**config.mk**
```make
export PLATFORM = sky130hd
export DESIGN_NAME = duc_cic_interp
export DESIGN_NICKNAME = d
export VERILOG_FILES = /design/src/rtl/duc_cic_interp.sv
export SDC_FILE = /design/constraint.sdc
export NUM_CORES = 1
export LEC_CHECK = 0
export BUFFER_PORTS_ARGS = -buffer_cell sky130_fd_sc_hd__buf_4
export CORE_MARGIN = 1.5
export CORE_UTILIZATION = 42
export CTS_CLUSTER_SIZE = 10
export DETAILED_ROUTE_END_ITERATION = 16
export GPL_ROUTABILITY_DRIVEN = 0
export PLACE_DENSITY = 0.71
export SYNTH_ARGS = -nofsm -noshare
export SYNTH_HDL_FRONTEND = slang
export SYNTH_SLANG_ARGS = --single-unit
```
**constraint.sdc**
```tcl
create_clock -name clk -period 5.37 [get_ports clk]
set_clock_uncertainty 0.2 [all_clocks]
set_input_delay 0.2685 -clock clk [delete_from_list [all_inputs] [get_ports clk]]
set_output_delay 0.2685 -clock clk [all_outputs]
set_load 0.02 [all_outputs]
```
**src/rtl/duc_cic_interp.sv**
```systemverilog
// CIC interpolator front end for the transmit path: N comb stages at the low rate,
// zero-stuffing by R, N integrators at the clk rate, then a truncated signed output.
module duc_cic_interp #(
  parameter int DIN_W  = 16,
  parameter int N      = 3,
  parameter int R_LOG2 = 5,
  parameter int DOUT_W = 21
) (
  input  logic              clk,
  input  logic              rst_n,
  input  logic [DIN_W-1:0]  din,
  input  logic              din_valid,
  output logic              din_ready,
  output logic [DOUT_W-1:0] dout,
  output logic              dout_valid,
  output logic              underrun
);

  localparam int IW      = DIN_W + N*R_LOG2;
  localparam int OUT_MSB = DIN_W + (N-1)*R_LOG2 - 1;
  // Phase one before the last, so the registered decode is high while ph_cnt == R-1.
  localparam logic [R_LOG2-1:0] PH_PRE = {{(R_LOG2-1){1'b1}}, 1'b0};

  logic [R_LOG2-1:0] ph_cnt_q;
  logic              din_ready_q;
  logic              stb1_q;
  logic              stb2_q;
  logic              underrun_q;
  logic [IW-1:0]     x_q;
  logic [IW-1:0]     c_q;
  logic [IW-1:0]     u_q;
  logic [IW-1:0]     z_q [N];
  logic [IW-1:0]     i_q [N];
  logic [IW-1:0]     y   [N+1];
  logic [DOUT_W-1:0] dout_q;
  logic [N+3:0]      vld_q;
  logic [IW-1:0]     din_ext;

  assign din_ext = {{(IW-DIN_W){din[DIN_W-1]}}, din};

  // NOTE: always_comb assigns every output before any use, so no latch can be inferred.
  always_comb begin
    y[0] = x_q;
    for (int k = 0; k < N; k++) begin
      y[k+1] = y[k] - z_q[k];
    end
  end

  // NOTE: sequential state uses <= only, so every register samples pre-edge values.
  always_ff @(posedge clk or negedge rst_n) begin
    if (!rst_n) begin
      ph_cnt_q    <= '0;
      din_ready_q <= 1'b0;
      stb1_q      <= 1'b0;
      stb2_q      <= 1'b0;
      underrun_q  <= 1'b0;
      x_q         <= '0;
      c_q         <= '0;
      u_q         <= '0;
      dout_q      <= '0;
      vld_q       <= '0;
      // NOTE: the delay/integrator arrays are cleared too; stale state would leak into dout.
      for (int k = 0; k < N; k++) begin
        z_q[k] <= '0;
        i_q[k] <= '0;
      end
    end else begin
      ph_cnt_q    <= ph_cnt_q + 1'b1;
      din_ready_q <= (ph_cnt_q == PH_PRE);
      stb1_q      <= din_ready_q;
      stb2_q      <= stb1_q;

      // A starved slot still feeds the comb, with a zero sample.
      if (din_ready_q) begin
        x_q <= din_valid ? din_ext : '0;
        if (!din_valid) underrun_q <= 1'b1;
      end

      if (stb1_q) begin
        for (int k = 0; k < N; k++) begin
          z_q[k] <= y[k];
        end
        c_q <= y[N];
      end

      u_q    <= stb2_q ? c_q : '0;
      i_q[0] <= i_q[0] + u_q;
      for (int k = 1; k < N; k++) begin
        i_q[k] <= i_q[k] + i_q[k-1];
      end

      // Integrator wrap is harmless: the kept bits always hold the true filtered value.
      dout_q <= i_q[N-1][OUT_MSB -: DOUT_W];
      vld_q  <= {vld_q[N+2:0], vld_q[0] | (din_ready_q & din_valid)};
    end
  end

  assign din_ready  = din_ready_q;
  assign dout       = dout_q;
  assign dout_valid = vld_q[N+3];
  assign underrun   = underrun_q;

endmodule

```
Yosys cells after proc, flatten, opt, wreduce, memory -nomap -nowiden
Cells that the tools add are included.

Register bits: 316. Bits of input ports: 19. Output and inout bits: 24. Word-level logic and storage cells: 30.

$add $sub $neg: 7. Equal/unequal tests: 1. Mux-type cells: 2. Bitwise logic cells: 3. Reduce and logical (&&, ||, !) cells: 1.

Operators with widths (count): $add A31 B31 Y31 (3); $sub A31 B31 Y31 (3); $mux W31 (2); $add A5 B1 Y5 const B (1); $eq A5 B5 Y1 const B (1); $reduce_and A2 Y1 (1); $and A1 B1 Y1 (1); $not A1 Y1 (1); $or A1 B1 Y1 (1).

Longest topological paths before layout
Gate-level depths: netlist of run 1.

Depth after elaboration: 3. Mapped depth: 31. Depth with buffers taken out: 31.

Worst setup path after synthesis of run 1
OpenSTA, ideal clock, no wires.

Kind: register to register. From: reg x_q[0]. To: reg c_q[25]. Setup time: 0.077 ns. Arrival: 5.587 ns. Data required time: 5.093 ns. Setup slack: -0.493 ns. Cell stages (with the launch flop): 31. Buffers on the path: 0. Clock period less this slack: 5.863 ns. Cell sequence: dfrtp_1 -> inv_1 -> ha_1 -> inv_1 -> fa_1 -> a21o_1 -> a21oi_1 -> o21bai_1 -> a21oi_1 -> o21bai_1 -> a21o_1 -> a21o_1 -> a21oi_1 -> xnor2_1 -> ha_1 -> and3_1 -> nand2_1 -> a211oi_2 -> o221ai_1 -> a21oi_1 -> o21a_1 -> nor2_1 -> ha_1 -> a21o_1 -> a21oi_1 -> a21bo_1 -> o21ai_2 -> o21ai_0 -> a311oi_2 -> xnor3_1 -> o21ai_1.

RTL lines: start, declared (line 29) `logic [IW-1:0] x_q;`; start signal, assigned (line 75) `x_q <= din_valid ? din_ext : '0;`; end signal, assigned (line 83) `c_q <= y[N];`; end, declared (line 30) `logic [IW-1:0] c_q;`.

==> impl_results.md, run 1 <==
- Status: finished, violations left
- Failing checks: negative setup slack
- Post-DRT Antenna Nets: 0
- Worst-margin pin slew: 0.955 ns
- Library cells used by synthesis: 85
- Critical Path Most Common Cell: a21o_1
- VDD IR max: 352 uV
- Required @ worst endpoint: 5.64 ns
- Mapped Area: 14800 um2
- Area of the die: 36500 um2
- Final period utilization: 106%
- DIE HEIGHT: 191 um
- IO Port Bufs: 42
- Simple-gate share of the synthesized area: 11.9%
- Synth Area in Compound Gates: 19.5%
- Max Cap Viol: 0
- CTS tree: done
- Register bit total from synthesis: 251
- Synthesized Nets: 1690
- Setup crit start kind: register
- R2R Path End: c_q[25]$_DFFE_PN0P_
- CP max stage delay: 0.38 ns
- FP Rows: 68
- Top FF cell, synth: dfrtp_1
- R2R setup slack: -0.33 ns
- CP Max Fanout: 4
- DRC: 0
- Clock slew at reported path FFs: 0.05 ns
- Initial antenna violation count: 0
- Overflow after GRT: 0
- Worst Hold Launch: vld_q[1]$_DFF_PN0_
- Hold worst-path end: vld_q[2]$_DFF_PN0_
- Syn_area_per_cell: 9.74 um2
- Core area: 34600 um2
- Starting density of the core: 42.8%
- Crit. End Element: register
- Commonest non-fill, non-tap cells in the layout: 250 x dfrtp_1, 178 x buf_4, 137 x inv_1
- Synth Area in Adders: 12.9%
- Longest Clk Path Bufs: 3
- WL final: 28900 um
- Final hold violation count: 0
- Total of warnings raised by yosys: 0
- Worst hold path depth: 0
- Mux contribution to synthesized area: 1.97%
- Worst r2r src: x_q[0]$_DFFE_PN0P_
- Hold slack: 0.146 ns
- Htree depth: 1
- RSZ-0062 raised after global routing: yes
- Final #Nets: 1911
- Number of synthesized flops with an enable pin: 0
- Seq/Total Area, Yosys: 42.3%
- Commonest non-fill, non-tap cell in the layout: dfrtp_1
- Skew-Pair Late Insertion Delay: 0.56 ns
- Lkg Pwr: 8.65 nW
- Vias in the first global route: 11312
- Boundary pin count: 43
- Vias/cell: 5.12
- Final Cell Area: 18400 um2
- Area delta synth->final: 24.2%
- Slowest cell on crit path: dfrtp_1
- Relative slew margins: 36.4%
- Iteration-0 DRC Markers: 424
- TritonCTS buffer count: 30
- Largest net degree at the start of global routing: 130
- Final setup vio count: 6
- First-pass GRT wire length: 49800 um
- Die Wd: 191 um
- HP Class: reg2reg
- Sink Count: 251
- N_diodes: 0
- Worst EP arrival: 5.97 ns
- PwrDens: 654 nW/um2
- DP HPWL: 20300 um
- Layout cells sized above 1: 20.1%
- Placement Cell Area: 16500 um2
- R2R depth: 29
- Synth Area in XOR/XNOR: 6.99%
- First-pass DRT Iterations: 4
- WL/cell: 13.1 um
- Largest family of logic cells by synthesized area: compound AO/OA/AOI/OAI gates
- Asr flop ratio synth: 100%
- Gr usage total: 16.0%
- Setup WS post-layout: -0.326 ns
- Via Count: 11301
- Fin crit period: 5.70 ns
- Root buf cell: clkbuf_16
- Fmax: 176 MHz
- Critical path class: reg2reg
- Pins Over Slew Limit: 0
- Syn Inst Count: 1522
routing by layer:
metal | vias to the layer above | global-route usage, % | share of wire, %
li1 | 5783 | - | -
met1 | 5324 | 19.7 | 46
met2 | 144 | 28.9 | 49
met3 | 50 | 2.09 | 2.5
met4 | 0 | 5.00 | 2.5
met5 | - | 0 | 0
synthesized netlist by cell type, types with 22 or more instances:
master	number	area share (%)
a21oi_1	123	4.2
and2_1	29	1.2
inv_1	141	3.6
a21o_1	49	2.5
xnor2_1	85	5.0
nor2_1	78	2.0
dfrtp_1	251	42
clkbuf_1	27	0.68
nand3_1	36	1.2
o21ai_0	108	3.6
nor3_1	22	0.74
o21a_1	22	1.1
ha_1	143	12
nand2_1	114	2.9
mux2_2	25	1.9
xor2_1	29	1.7
final cells by class:
cell class              count  area (um2)
well taps                 455         569
multi-input cells        1096        8380
clock buffers              39         825
fillers                  2975       16200
repair buffers            222        1790
flip-flops and latches    251        6280
clock inverters             2        38.8
inverters                 142         533
critical path: cells and delay by family (launching register included):
kind	cells	cell delay (ns)
buf+inv	4	0.38
fa+ha+maj	4	1.16
simple gates	1	0.15
flops	1	0.38
compound gates	17	2.82
xor+xnor	3	0.51
registers in the layout, indices dropped and copies added (netlist names):
register   flops
i_q           78
z_q           68
c_q           26
u_q           26
dout          21
x_q           16
vld_q          7
ph_cnt_q       5
din_ready      1
stb1_q         1
stb2_q         1
underrun       1
cells by family (layout without fill, tap and decap cells):
family                     after synthesis  after routing
and+or+nand+nor                        364            364
DFF                                    251            251
xor gates and xnor gates               116            116
buffers and inverters                  175            405
adders and majority gates              149            149
muxes                                   26             26
AOI/OAI and AO/OA                      441            441
timing repair:
| item | 4_1_cts | 5_1_grt |
|---|---|---|
| hold buffers | 34 | 0 |
| setup endpoints to repair | 8 | 14 |
| pin swaps | 37 | 47 |
| hold endpoints to repair | 144 | 0 |
| setup buffers | 11 | 20 |
| gates resized for setup | 29 | 66 |
stage by stage:
stage	TNS (ns)	total power [W]	setup WS, ns	util, %	std cells
2_1_floorplan	-0.158	0.00754	-0.128	-	1522
3_3_place_gp	-0.678	0.00916	-0.233	47.8	2104
3_5_place_dp	-1.70	0.00940	-0.443	47.8	2104
4_1_cts	-0.730	0.0115	-0.328	51.9	2190
5_1_grt	-3.65	0.0131	-0.650	53.2	2207
6_report	-0.734	0.0120	-0.326	53.2	2207
power breakdown:
part           switching, W  leakage (nW)  internal, W  total (W)
registers          0.000306          3.06      0.00252    0.00282
clock network      0.000742         0.420      0.00106    0.00180
logic               0.00376          5.17      0.00367    0.00743
worst max-delay path by stage:
stage | startpoint | end | slack, ns
after floorplan | x_q[0]$_DFFE_PN0P_ | c_q[25]$_DFFE_PN0P_ | -0.13
after global placement | x_q[0]$_DFFE_PN0P_ | c_q[25]$_DFFE_PN0P_ | -0.23
after detailed placement | z_q[63]$_DFFE_PN0P_ | c_q[25]$_DFFE_PN0P_ | -0.44
after CTS | x_q[0]$_DFFE_PN0P_ | c_q[25]$_DFFE_PN0P_ | -0.33
after global routing | x_q[0]$_DFFE_PN0P_ | c_q[25]$_DFFE_PN0P_ | -0.65
final | x_q[0]$_DFFE_PN0P_ | c_q[25]$_DFFE_PN0P_ | -0.33
No activity file was read; power rests on OpenSTA's default activity.
==> run 2, diff against run 1 <==
--- a/config.mk
+++ b/config.mk
@@ -7,11 +7,12 @@
 export LEC_CHECK = 0
 export BUFFER_PORTS_ARGS = -buffer_cell sky130_fd_sc_hd__buf_4
 export CORE_MARGIN = 1.5
-export CORE_UTILIZATION = 42
+export CORE_UTILIZATION = 57
 export CTS_CLUSTER_SIZE = 10
 export DETAILED_ROUTE_END_ITERATION = 16
 export GPL_ROUTABILITY_DRIVEN = 0
-export PLACE_DENSITY = 0.71
+export PLACE_DENSITY = 0.88
+export SETUP_SLACK_MARGIN = 0.4
 export SYNTH_ARGS = -nofsm -noshare
 export SYNTH_HDL_FRONTEND = slang
 export SYNTH_SLANG_ARGS = --single-unit
==> run 2 against run 1 <==
Effect of this change:
- the flow still finishes with violations (negative setup slack)
- cell count is 5.9% lower
- worst setup slack lost 0.56 ns
- non-clock buffer count did not move
- die area is 26% lower
- hold slack about the same
- sequential power increased by 1%
- maximum frequency fell by 8.9%
- sequential cell count unchanged
- register-to-register slack worse by 0.56 ns
- routed wire length grew 36%
- largest cell class unchanged
==> impl_results.md, run 2 (synthesized netlist as in run 1, its figures left out) <==
- Area of the die: 27000 um2 (-26%)
- WL met1: 14400 um (+9.6%)
- Fin crit period: 6.25 ns (+0.556 ns)
- Crit. End Element: register
- Hold worst-path end: vld_q[2]$_DFF_PN0_
- DRC: 0 (unchanged)
- Gr usage total: 25.6% (+9.6 points)
- Vias in the first global route: 12628 (+12%)
- Met2 WL: 20300 um (+42%)
- Commonest non-fill, non-tap cells in the layout: 250 x dfrtp_1, 163 x buf_4, 137 x inv_1
- Critical path class: reg2reg
- CTS tree: done
- Overflow after GRT: 0 (unchanged)
- Starting density of the core: 58.6% (+16 points)
- Fmax: 160 MHz (-8.9%)
- Final period utilization: 116% (+10 points)
- RSZ-0062 raised after global routing: yes
- Longest Clk Path Bufs: 3 (unchanged)
- Worst-margin pin slew: 0.990 ns (+0.0357 ns)
- Required @ worst endpoint: 5.65 ns (about the same)
- N_diodes: 0 (unchanged)
- Core area: 25300 um2 (-27%)
- WL/cell: 19.0 um (+45%)
- Hold slack: 0.147 ns (+0.000481 ns)
- CP max stage delay: 0.40 ns (+0.02 ns)
- Worst r2r src: x_q[0]$_DFFE_PN0P_
- R2R Path End: c_q[25]$_DFFE_PN0P_
- Largest Register: i_q
- Setup WS post-layout: -0.882 ns (-0.556 ns)
- Slowest cell on crit path: o21ai_1
- Largest register FFs: 78 (unchanged)
- Worst Hold Launch: vld_q[1]$_DFF_PN0_
- DP HPWL: 21300 um (+4.7%)
- Pins Over Slew Limit: 0 (unchanged)
- R2R setup slack: -0.88 ns (-0.56 ns)
- Skew-Pair Late Insertion Delay: 0.57 ns (about the same)
- Root buf cell: clkbuf_16
- Failing checks: negative setup slack
- Worst hold path depth: 0 (unchanged)
- First-pass DRT Iterations: 6 (+2)
- Boundary pin count: 43 (unchanged)
- Worst EP arrival: 6.53 ns (+0.56 ns)
- Lkg Pwr: 8.68 nW (+0.26%)
- CP Max Fanout: 4 (unchanged)
- Final hold violation count: 0 (unchanged)
- Htree depth: 1 (unchanged)
- DIE HEIGHT: 164 um (-14%)
- Final #Nets: 1910 (-0.052%)
- Die Wd: 164 um (-14%)
- First-pass GRT wire length: 56800 um (+14%)
- Final setup vio count: 12 (+6)
- Pre-CTS setup slack: -0.434 ns (+0.00918 ns)
- PwrDens: 707 nW/um2 (+8.1%)
- WL final: 39400 um (+36%)
- Metal3 WL: 2250 um (+210%)
- Top flop regs: i_q: 78 flops, z_q: 68 flops
- Area delta synth->final: 23.8%
- Vias/cell: 6.13 (+20%)
- Setup crit start kind: register
- Status: finished, violations left
- Clock slew at reported path FFs: 0.06 ns (about the same)
- Power, Total: 0.0130 W (+7.8%)
- Commonest non-fill, non-tap cell in the layout: dfrtp_1
- R2R depth: 31 (+6.9%)
- Max Cap Viol: 0 (unchanged)
- HP Class: reg2reg
- IO Port Bufs: 42 (unchanged)
- Post-DRT Antenna Nets: 0 (unchanged)
- VDD IR max: 453 uV (+29%)
- Relative slew margins: 34.0% (-2.4 points)
- Sink Count: 251 (unchanged)
- Setup TNS: -6.34 ns (-5.61 ns)
- Layout cells sized above 1: 20.7% (+0.64 points)
- Iteration-0 DRC Markers: 1142 (+170%)
- Max layer used: met4
- Largest net degree at the start of global routing: 119 (-8.5%)
- Initial antenna violation count: 0 (unchanged)
- FP Rows: 58 (-15%)
- Via Count: 12735 (+13%)
- TritonCTS buffer count: 29 (-3.3%)
## run 2: worst max-delay path by stage
stage / slack [ns] / end / startpoint
2_1_floorplan: -0.13 / c_q[25]$_DFFE_PN0P_ / x_q[0]$_DFFE_PN0P_
3_3_place_gp: -0.18 / c_q[25]$_DFFE_PN0P_ / x_q[0]$_DFFE_PN0P_
3_5_place_dp: -0.43 / c_q[25]$_DFFE_PN0P_ / x_q[0]$_DFFE_PN0P_
4_1_cts: -0.29 / c_q[25]$_DFFE_PN0P_ / x_q[0]$_DFFE_PN0P_
5_1_grt: -1.06 / c_q[25]$_DFFE_PN0P_ / x_q[0]$_DFFE_PN0P_
6_report: -0.88 / c_q[25]$_DFFE_PN0P_ / x_q[0]$_DFFE_PN0P_
## run 2: what timing repair did
action | CTS | global route
hold buffers | 34 | 0
endpoints found under the hold margin | 133 | 0
gates resized for setup | 47 | 77
pin swaps | 20 | 50
setup buffers | 24 | 19
endpoints found under the setup margin | 14 | 17
## run 2: stage by stage
step,instances,cell area (um2),util (%)
floorplan,1522,14900,-
global placement,1964,16300,64.3
detailed placement,1964,16300,64.3
CTS,2057,17800,70.4
global route,2076,18400,72.5
finish,2076,18400,72.5
## run 2: where the power goes
group	internal, W	switching (W)
logic	0.00391	0.00445
clock network	0.00102	0.000748
registers	0.00252	0.000339
total	0.00745	0.00554
## run 2: critical path: cells and delay by family, from the launching register on
kind            cells  cell delay [ns]
fa+ha+maj           4             1.18
simple gates        4             0.54
flops               1             0.39
xor+xnor            3             0.51
compound gates     17             3.12
buf+inv             3             0.22
## run 2: cell type report
class	count	area [um2]
inverter	142	533
timing repair buffer	222	1850
fill	1529	6960
tap	330	413
clock inverter	2	50.0
sequential	251	6280
multi-input combinational	1096	8480
clock buffer	33	751
## run 2: layer usage
| metal | GRT usage [%] | vias up |
|---|---|---|
| met5 | 0 | - |
| met1 | 28.8 | 6116 |
| met2 | 48.8 | 629 |
| met3 | 3.08 | 222 |
| met4 | 10.2 | 0 |
| li1 | - | 5768 |
